[config.mk]
export PLATFORM = sky130hd
export DESIGN_NAME = nrisc_run_control
export DESIGN_NICKNAME = d
export VERILOG_FILES = /design/src/rtl/nrisc_run_pkg.sv /design/src/rtl/nrisc_pc_trace.sv /design/src/rtl/nrisc_run_control.sv
export SDC_FILE = /design/constraint.sdc
export NUM_CORES = 1
export LEC_CHECK = 0
export CAP_MARGIN = 0
export CORE_MARGIN = 2
export CORE_UTILIZATION = 51
export CTS_BUF_LIST = sky130_fd_sc_hd__clkbuf_4 sky130_fd_sc_hd__clkbuf_8
export DETAILED_ROUTE_END_ITERATION = 7
export GPL_ROUTABILITY_DRIVEN = 1
export PLACE_DENSITY = 0.91
export SLEW_MARGIN = 20
export SYNTH_ARGS = -nofsm -noshare
export SYNTH_HDL_FRONTEND = slang
export SYNTH_SLANG_ARGS = --single-unit
[constraint.sdc]
create_clock -name Clock -period 1.9 [get_ports Clock]
set_input_delay 0.285 -clock Clock [delete_from_list [all_inputs] [get_ports Clock]]
set_output_delay 0.285 -clock Clock [all_outputs]
set_load 0.02 [all_outputs]
[src/rtl/nrisc_run_pkg.sv]
// -----------------------------------------------------------------------------
// nrisc_run_pkg
// Shared definitions for the nRisc run-control unit:
//   - run-state encoding (IDLE, RESETTING, RUN, HALTED, TIMEOUT)
//   - default halt opcode
//   - saturating increment helper used by the cycle/retire counters
// No ports; imported by nrisc_run_control and nrisc_pc_trace.
// -----------------------------------------------------------------------------
package nrisc_run_pkg;

    // Run-state encoding. Kept as plain constants so the values stay stable
    // for anything that inspects the state vector directly.
    localparam int unsigned RUN_STATE_W  = 3;
    localparam logic [2:0]  ST_IDLE      = 3'd0;
    localparam logic [2:0]  ST_RESETTING = 3'd1;
    localparam logic [2:0]  ST_RUN       = 3'd2;
    localparam logic [2:0]  ST_HALTED    = 3'd3;
    localparam logic [2:0]  ST_TIMEOUT   = 3'd4;

    // Instruction value that stops the core unless overridden.
    localparam logic [7:0]  HALT_OPCODE_DEFAULT = 8'h00;

    // Increment that sticks at max_value instead of wrapping.
    // Operates on 32-bit containers; callers narrow the result.
    function automatic logic [31:0] sat_inc(input logic [31:0] value,
                                            input logic [31:0] max_value);
        logic [31:0] result;
        if (value >= max_value) begin
            result = max_value;
        end else begin
            result = value + 32'd1;
        end
        return result;
    endfunction

endpackage

[src/rtl/nrisc_pc_trace.sv]
// -----------------------------------------------------------------------------
// nrisc_pc_trace
// Circular history of retired PCs. Only built when NRISC_TRACE_EN is defined.
// Ports:
//   clk     in   system clock, posedge
//   reset   in   synchronous active-high reset, clears buffer and pointer
//   clear   in   synchronous clear (run restart), same effect as reset
//   wr_en   in   push wr_pc into the buffer this cycle
//   wr_pc   in   [ADDR_W]        PC to record
//   rd_idx  in   [log2(DEPTH)]   0 = most recent entry, 1 = previous, ...
//   rd_pc   out  [ADDR_W]        combinational read of the selected entry
// Macro: NRISC_TRACE_EN
// -----------------------------------------------------------------------------
`ifdef NRISC_TRACE_EN
module nrisc_pc_trace
    import nrisc_run_pkg::*;
#(
    parameter int unsigned DEPTH  = 8,
    parameter int unsigned ADDR_W = 8
) (
    input  logic                     clk,
    input  logic                     reset,
    input  logic                     clear,
    input  logic                     wr_en,
    input  logic [ADDR_W-1:0]        wr_pc,
    input  logic [$clog2(DEPTH)-1:0] rd_idx,
    output logic [ADDR_W-1:0]        rd_pc
);

    localparam int unsigned IDX_W = $clog2(DEPTH);

    logic [ADDR_W-1:0] buf_q [DEPTH];
    logic [ADDR_W-1:0] buf_d [DEPTH];
    logic [IDX_W-1:0]  wr_ptr_q;
    logic [IDX_W-1:0]  wr_ptr_d;
    logic [IDX_W-1:0]  rd_ptr_s;

    // Buffer update: clear wins over a write; the pointer wraps naturally
    // because DEPTH is a power of two.
    always_comb begin
        buf_d    = buf_q;
        wr_ptr_d = wr_ptr_q;
        if (clear) begin
            for (int i = 0; i < DEPTH; i++) begin
                buf_d[i] = '0;
            end
            wr_ptr_d = '0;
        end else if (wr_en) begin
            buf_d[wr_ptr_q] = wr_pc;
            wr_ptr_d        = wr_ptr_q + IDX_W'(1);
        end else begin
            wr_ptr_d = wr_ptr_q;
        end
    end

    // Most recent entry sits one slot behind the write pointer.
    always_comb begin
        rd_ptr_s = wr_ptr_q - IDX_W'(1) - rd_idx;
        rd_pc    = buf_q[rd_ptr_s];
    end

    // Buffer storage and write pointer.
    always_ff @(posedge clk) begin
        if (reset) begin
            for (int i = 0; i < DEPTH; i++) begin
                buf_q[i] <= '0;
            end
            wr_ptr_q <= '0;
        end else begin
            buf_q    <= buf_d;
            wr_ptr_q <= wr_ptr_d;
        end
    end

endmodule
`endif

[src/rtl/nrisc_run_control.sv]
// -----------------------------------------------------------------------------
// nrisc_run_control
// Run-control and halt detection for the nRisc system top. Sequences the core
// reset, enables the core only while running, stops on the halt opcode or on
// the cycle watchdog, and reports cycle/retire counts and the halt PC.
// Ports:
//   Clock          in   system clock, all state on posedge
//   Reset          in   synchronous active-high reset
//   Start          in   begin/restart a run (honoured in IDLE, HALTED, TIMEOUT)
//   InstrucaoLida  in   [WORD_W] instruction currently fetched by the core
//   PCOut          in   [ADDR_W] PC of that instruction
//   Retire         in   core completed an instruction this cycle
//   CoreReset      out  core reset, high in IDLE and RESETTING
//   CoreEn         out  core clock enable, high only in RUN
//   Busy           out  high in RESETTING or RUN
//   Halted         out  sticky, run ended on the halt opcode
//   TimedOut       out  sticky, run ended on the watchdog
//   HaltPC         out  [ADDR_W] PC captured at halt detection
//   CycleCount     out  [CNT_W] RUN cycles elapsed, saturating
//   RetireCount    out  [CNT_W] retired instructions in RUN, saturating
//   TraceIdx       in   [log2(TRACE_DEPTH)] PC history select (NRISC_TRACE_EN)
//   TraceData      out  [ADDR_W] selected PC history entry (NRISC_TRACE_EN)
// Macro: NRISC_TRACE_EN adds the PC history buffer and its two ports.
// -----------------------------------------------------------------------------
module nrisc_run_control
    import nrisc_run_pkg::*;
#(
    parameter int unsigned       WORD_W      = 8,
    parameter int unsigned       ADDR_W      = 8,
    parameter logic [WORD_W-1:0] HALT_OPCODE = WORD_W'(HALT_OPCODE_DEFAULT),
    parameter int unsigned       CNT_W       = 16,
    parameter int unsigned       MAX_CYCLES  = 1000,
    parameter int unsigned       RST_CYCLES  = 2
`ifdef NRISC_TRACE_EN
   ,parameter int unsigned       TRACE_DEPTH = 8
`endif
) (
    input  logic              Clock,
    input  logic              Reset,
    input  logic              Start,
    input  logic [WORD_W-1:0] InstrucaoLida,
    input  logic [ADDR_W-1:0] PCOut,
    input  logic              Retire,
    output logic              CoreReset,
    output logic              CoreEn,
    output logic              Busy,
    output logic              Halted,
    output logic              TimedOut,
    output logic [ADDR_W-1:0] HaltPC,
    output logic [CNT_W-1:0]  CycleCount,
    output logic [CNT_W-1:0]  RetireCount
`ifdef NRISC_TRACE_EN
   ,input  logic [$clog2(TRACE_DEPTH)-1:0] TraceIdx
   ,output logic [ADDR_W-1:0]              TraceData
`endif
);

    localparam logic [CNT_W-1:0] CNT_ONES  = '1;
    localparam logic [31:0]      CNT_MAX32 = 32'(CNT_ONES);
    // Watchdog fires on the edge where the count still reads MAX_CYCLES-1,
    // so the frozen count ends up exactly MAX_CYCLES.
    localparam logic [CNT_W-1:0] WD_LAST   = CNT_W'(MAX_CYCLES - 32'd1);
    localparam logic             WD_EN     = (MAX_CYCLES != 0) ? 1'b1 : 1'b0;
    localparam int unsigned      RST_W     = (RST_CYCLES > 1) ? $clog2(RST_CYCLES) : 1;
    localparam logic [RST_W-1:0] RST_LAST  = RST_W'(RST_CYCLES - 32'd1);

    logic [RUN_STATE_W-1:0] state_q, state_d;
    logic [RST_W-1:0]       rst_cnt_q, rst_cnt_d;
    logic [CNT_W-1:0]       cycle_count_q, cycle_count_d;
    logic [CNT_W-1:0]       retire_count_q, retire_count_d;
    logic                   halted_q, halted_d;
    logic                   timed_out_q, timed_out_d;
    logic [ADDR_W-1:0]      halt_pc_q, halt_pc_d;
    logic                   core_reset_q, core_reset_d;
    logic                   core_en_q, core_en_d;
    logic                   busy_q, busy_d;
    logic                   halt_hit_s;
    logic                   wd_hit_s;

    function automatic logic [CNT_W-1:0] cnt_inc(input logic [CNT_W-1:0] value);
        return CNT_W'(sat_inc(32'(value), CNT_MAX32));
    endfunction

    assign halt_hit_s = (InstrucaoLida == HALT_OPCODE);
    assign wd_hit_s   = WD_EN && (cycle_count_q == WD_LAST);

    // Run sequencer: state transitions, counters and halt capture.
    always_comb begin
        state_d        = state_q;
        rst_cnt_d      = rst_cnt_q;
        cycle_count_d  = cycle_count_q;
        retire_count_d = retire_count_q;
        halted_d       = halted_q;
        timed_out_d    = timed_out_q;
        halt_pc_d      = halt_pc_q;
        case (state_q)
            ST_IDLE, ST_HALTED, ST_TIMEOUT: begin
                if (Start) begin
                    state_d        = ST_RESETTING;
                    rst_cnt_d      = '0;
                    cycle_count_d  = '0;
                    retire_count_d = '0;
                    halted_d       = 1'b0;
                    timed_out_d    = 1'b0;
                    halt_pc_d      = '0;
                end else begin
                    state_d = state_q;
                end
            end
            ST_RESETTING: begin
                if (rst_cnt_q == RST_LAST) begin
                    state_d = ST_RUN;
                end else begin
                    rst_cnt_d = rst_cnt_q + RST_W'(1);
                end
            end
            ST_RUN: begin
                cycle_count_d = cnt_inc(cycle_count_q);
                // Halt takes priority over the watchdog, and the halt
                // instruction's own Retire pulse is not counted.
                if (halt_hit_s) begin
                    state_d   = ST_HALTED;
                    halted_d  = 1'b1;
                    halt_pc_d = PCOut;
                end else begin
                    if (Retire) begin
                        retire_count_d = cnt_inc(retire_count_q);
                    end else begin
                        retire_count_d = retire_count_q;
                    end
                    if (wd_hit_s) begin
                        state_d     = ST_TIMEOUT;
                        timed_out_d = 1'b1;
                    end else begin
                        state_d = ST_RUN;
                    end
                end
            end
            default: begin
                state_d = ST_IDLE;
            end
        endcase
    end

    // Output decode from the next state so the strobes come straight from flops.
    always_comb begin
        core_reset_d = (state_d == ST_IDLE) || (state_d == ST_RESETTING);
        core_en_d    = (state_d == ST_RUN);
        busy_d       = (state_d == ST_RESETTING) || (state_d == ST_RUN);
    end

    // State and output registers with synchronous reset.
    always_ff @(posedge Clock) begin
        if (Reset) begin
            state_q        <= ST_IDLE;
            rst_cnt_q      <= '0;
            cycle_count_q  <= '0;
            retire_count_q <= '0;
            halted_q       <= 1'b0;
            timed_out_q    <= 1'b0;
            halt_pc_q      <= '0;
            core_reset_q   <= 1'b1;
            core_en_q      <= 1'b0;
            busy_q         <= 1'b0;
        end else begin
            state_q        <= state_d;
            rst_cnt_q      <= rst_cnt_d;
            cycle_count_q  <= cycle_count_d;
            retire_count_q <= retire_count_d;
            halted_q       <= halted_d;
            timed_out_q    <= timed_out_d;
            halt_pc_q      <= halt_pc_d;
            core_reset_q   <= core_reset_d;
            core_en_q      <= core_en_d;
            busy_q         <= busy_d;
        end
    end

    assign CoreReset   = core_reset_q;
    assign CoreEn      = core_en_q;
    assign Busy        = busy_q;
    assign Halted      = halted_q;
    assign TimedOut    = timed_out_q;
    assign HaltPC      = halt_pc_q;
    assign CycleCount  = cycle_count_q;
    assign RetireCount = retire_count_q;

`ifdef NRISC_TRACE_EN
    logic trace_clear_s;
    logic trace_wr_s;

    // History restarts with every accepted Start and records only the
    // retirements that the retire counter also counts.
    assign trace_clear_s = Start && ((state_q == ST_IDLE) || (state_q == ST_HALTED) ||
                                     (state_q == ST_TIMEOUT));
    assign trace_wr_s    = (state_q == ST_RUN) && Retire && !halt_hit_s;

    nrisc_pc_trace #(
        .DEPTH  (TRACE_DEPTH),
        .ADDR_W (ADDR_W)
    ) u_pc_trace (
        .clk    (Clock),
        .reset  (Reset),
        .clear  (trace_clear_s),
        .wr_en  (trace_wr_s),
        .wr_pc  (PCOut),
        .rd_idx (TraceIdx),
        .rd_pc  (TraceData)
    );
`endif

endmodule

# Yosys cells after proc, flatten, opt, wreduce, memory -nomap -nowiden
# Cells that the tools add are included.
# W data, S select, Z words.
[word_totals]
reg_bits = 49
out_inout_bits = 45
wordCells = 63
inputBits = 20
[op_classes]
n_lt_le_gt_ge = 2
reduce_logical = 13
n_eq_ne = 12
n_addsub = 3
muxes = 23
[op_table]
columns = ["op", "n"]
rows = [
  ["$mux W16", 5],
  ["$pmux W16 S2", 2],
  ["$add A16 B1 Y16 const B", 2],
  ["$ge A16 B16 Y1 const B", 2],
  ["$eq A16 B10 Y1 const B", 1],
  ["$mux W8", 2],
  ["$pmux W8 S2", 1],
  ["$mux W3", 4],
  ["$ne A2 B2 Y1 const B", 5],
  ["$eq A3 B2 Y1 const B", 3],
  ["$pmux W3 S3", 1],
  ["$logic_not A8 Y1", 1],
  ["$reduce_and A4 Y1", 2],
  ["$eq A3 B1 Y1 const B", 2],
  ["$logic_not A3 Y1", 2],
  ["$pmux W1 S2", 3],
  ["$mux W1", 5],
  ["$reduce_and A2 Y1", 2],
  ["$reduce_bool A2 Y1", 2],
  ["$eq A3 B3 Y1 const B", 1],
  ["$reduce_and A3 Y1", 1],
  ["$reduce_or A3 Y1", 1],
  ["$logic_or A1 B1 Y1", 2],
  ["$add A1 B1 Y1 const B", 1],
]

# Logic depth before layout (Yosys ltp)
[depth]
depth_word = 6
mapped_depth = 7
ltp_nobuf = 6

# Least setup slack after synthesis
# Ideal clock, no wire load.
[synth_path]
path_type = "reg2reg"
startpoint = "reg retire_count_q[0] (netlist: RetireCount[0])"
endpoint = "reg retire_count_q[10] (netlist: RetireCount[10])"
period_less_slack_ps = 1884
setup_time_ps = 70
t_arrival_ps = 1813
n_path_buf = 0
stages_incl_launch_ff = 7
setup_slack_ps = 16
required_time_ps = 1830
path_cell_list = "dfxtp_1 > ha_1 > nand4_1 > or2_2 > nor2_1 > o21ai_0 > a21oi_1"
[synth_via]
elab_chain_cells = 5
elab_cells_between_ends = 6
cone_classes = "add/sub: 1; order compare: 1; mux: 4"
[synth_lines]
columns = ["element", "line", "text"]
rows = [
  ["from (decl)", "nrisc_run_control.sv:70", "logic [CNT_W-1:0] retire_count_q, retire_count_d;"],
  ["from (signal assigned)", "nrisc_run_control.sv:169", "retire_count_q <= retire_count_d;"],
  ["$add A16 B1 Y16 / $ge A16 B16 Y1 (equally long branches)", "nrisc_run_pkg.sv:31, nrisc_run_pkg.sv:28", ""],
  ["$mux W16 *", "nrisc_run_pkg.sv:28", "if (value >= max_value) begin"],
  ["$mux W16 *", "nrisc_run_control.sv:126", "if (Retire) begin"],
  ["$mux W16 *", "nrisc_run_control.sv:121", "if (halt_hit_s) begin"],
  ["$pmux W16 S2 *", "nrisc_run_control.sv:96", "case (state_q)"],
]
# Every way passes the cells marked *; elsewhere a longest branch is shown, timed or not. The select of a mux whose other input is x is not followed.
# A chain may end at the register's enable or synchronous reset.

# Final worst setup path
[layout_path]
startpoint = "in InstrucaoLida[1]"
endpoint = "reg retire_count_q[3] (netlist: RetireCount[3])"
[layout_via]
elab_chain_cells = 3
[layout_lines]
columns = ["element", "line", "text"]
rows = [
  ["from (decl)", "nrisc_run_control.sv:41", "input logic [WORD_W-1:0] InstrucaoLida,"],
  ["$logic_not A8 Y1", "nrisc_run_control.sv:84", "assign halt_hit_s = (InstrucaoLida == HALT_OPCODE);"],
  ["$ne A2 B2 Y1 (no source line)", "--", ""],
  ["$reduce_and A4 Y1 (no source line)", "--", ""],
]
# No other way between the ends.

==> results.json <==
{
  "run_status": "finished clean",
  "antenna_cells": 0,
  "drt-vias-per-instance": 6.13,
  "cts-root-buf": "clkbuf_8",
  "total_power_mw": 1.88,
  "cp_data_required_time_ns": 2.10,
  "hpwl_um": 5570,
  "power.leakage_nw": 1.29,
  "area_growth_pct": 40.2,
  "cp_max_fo": 20,
  "period_minus_slack_ns": 1.85,
  "final-hold-violation-count": 0,
  "fp.dieH_um": 74.6,
  "slew_headroom": 0.683,
  "synth_ff_type": "dfxtp_1",
  "synth_warnings": 0,
  "cellPowerDensity_mw_per_mm2": 527,
  "max_cap_violations": 0,
  "setup_viol": 0,
  "grt_max_degree": 21,
  "synth_edf_count": 0,
  "end_kind": "flip-flop",
  "netlist_top_cells_count": "dfxtp_1 (49), o21ai_0 (45), nor2_1 (39)",
  "drive_gt1_frac": 0.132,
  "grt_pass1_wl_um": 12200,
  "clkTransAtPathRegs_ns": 0.09,
  "synthCells": 329,
  "cp_slowest_cell": "or4_4",
  "max_stage_delay_ns": 0.54,
  "numClockSinks": 49,
  "worst-path-buf-inv": 2,
  "fin_tns_setup_ns": 0,
  "coreArea_mm2": 0.00475,
  "nets": 439,
  "timing.final.crit_share": 0.976,
  "start_util": 0.535,
  "io_buffers": 64,
  "htreeDepth": 2,
  "cp.arrival_ns": 2.05,
  "cts_buffers": 5,
  "drt_first_pass_iters": 5,
  "vias": 2972,
  "crit_path_start_kind": "primary input",
  "synth-async-reset-ratio": 0,
  "synth_top_area_share": 0.385,
  "finish.utilization": 0.750,
  "io_pins": 65,
  "max_freq_ghz": 0.539,
  "yosysSeqAreaShare": 0.385,
  "routed_wl_um": 7750,
  "clock_path_buffers": 2,
  "synth_most_common_cell": "dfxtp_1",
  "yosys-top-cells-area": "dfxtp_1 (39%), o21ai_0 (8.8%), a21oi_1 (5.9%)",
  "synth_cell_types": 51,
  "antenna_found_initial": 0,
  "antenna_left": 0,
  "maxSlewViolCount": 0,
  "route.detailed.drc": 0,
  "place_congestion": 0.895,
  "place_area_mm2": 0.00345,
  "grt_pass1_vias": 2662,
  "tightestPinTransition_ns": 0.473,
  "drt_iter0_markers": 245,
  "syn_area_mm2": 0.00254,
  "irDropWorstVdd_mv": 0.323,
  "worst_clock_skew_ns": 0.0105,
  "hold_class": "flip-flop to flip-flop",
  "die_area_mm2": 0.00557,
  "criticalPathCategory": "primary input to flip-flop",
  "cts_tree": "built",
  "fp.dieW_um": 74.6,
  "clock_latency_ns": 0.31,
  "syn_nets": 351,
  "critical_path.top_delay_family": "simple AND/OR/NAND/NOR gates",
  "cts_hold_buf": 0,
  "rsz0062_at_grt": "yes",
  "syn_area_per_cell_um2": 7.74,
  "wl_per_cell_um": 16.0,
  "crit_path_cell_trace": "clkdlybuf4s50_1, or4_4, o211a_1, buf_12, and2_0, o21ai_1, a21oi_1",
  "grt_usage": 0.279,
  "overflow": 0,
  "rows": 25,
  "fin_area_mm2": 0.00357,
  "synth-seq-cells": 49,
  "yosysTopAreaCell": "dfxtp_1"
}
-- final timing paths --
path,from,end,slack [ns],cells after the start
max,InstrucaoLida[1],RetireCount[3],0.05,7
min reg2reg,TimedOut,TimedOut,0.47,2
max reg2reg,state_q[1],RetireCount[0],0.06,6
min,TimedOut,TimedOut,0.47,2
-- where the power goes --
group | switching (mW) | internal [mW] | leakage [nW] | total [mW]
Combinational | 0.111 | 0.104 | 0.845 | 0.215
Sequential | 0.0104 | 1.04 | 0.395 | 1.05
Clock | 0.349 | 0.270 | 0.0484 | 0.619
-- cell usage in the layout (no fill, tap or decap), types with 5 or more instances in the layout --
cell	instances
nor4_1	8
buf_4	29
o21ai_0	39
clkbuf_8	5
nand2_1	26
dfxtp_1	49
a21oi_1	30
nand3_1	19
clkdlybuf4s50_1	64
nor3_1	9
a22oi_1	13
nand4_1	8
nor2_1	38
o21ai_1	6
-- flip-flops by register name (all words and copies together), names as in the netlist --
register	count
rst_cnt_q	1
TimedOut	1
Busy	1
CycleCount	16
Halted	1
HaltPC	8
RetireCount	16
state_q	3
CoreEn	1
CoreReset	1
-- per-layer routing --
layer	up-vias	track usage	part of all wire
met2	164	0.466	0.48
met1	1384	0.362	0.41
met5	-	0	0
met3	22	0.0522	0.085
met4	0	0.0992	0.020
li1	1402	-	-
-- layout make-up --
| class | count | area [um^2] |
|---|---|---|
| repair buffers | 95 | 890 |
| well taps | 67 | 83.8 |
| clock buffers | 6 | 76.3 |
| flip-flops and latches | 49 | 981 |
| fillers | 380 | 1190 |
| inverters | 3 | 11.3 |
| clock inverters | 2 | 10.0 |
| multi-input cells | 263 | 1520 |
-- worst register-to-register path, cell delays in order (launching register included) --
cell and delay (ns):
dfxtp_1 0.43, nor3b_2 0.46, o211a_1 0.30, nor2_1 0.06, buf_4 0.19, a22oi_1 0.23
nor2_1 0.06
-- per-stage QoR --
stage / hold slack (ns) / setup WS [ns] / std cells
2_1_floorplan: 0.448 / 0.0163 / 329
3_3_place_gp: 0.432 / -0.214 / 477
3_5_place_dp: 0.466 / -0.294 / 477
4_1_cts: 0.481 / 0.0202 / 485
5_1_grt: 0.502 / -0.0477 / 485
6_report: 0.475 / 0.0460 / 485
-- logic make-up (layout without fill, tap and decap cells) --
| logic type | after synthesis | in the layout | synth area share |
|---|---|---|---|
| AND/OR/NAND/NOR | 145 | 145 | 0.294 |
| AO/OA/AOI/OAI | 113 | 113 | 0.271 |
| buffers and inverters | 17 | 106 | 0.0280 |
| adder cells (fa/ha/maj) | 2 | 2 | 0.00983 |
| flip-flops | 49 | 49 | 0.385 |
| multiplexers | 2 | 2 | 0.00787 |
| XOR/XNOR | 1 | 1 | 0.00344 |
-- timing repair --
action / in CTS / in global routing
setup buffers: 0 / 0
setup endpoints to repair: 0 / 16
gates resized for setup: 0 / 12
(Power assumes the default switching activity.)
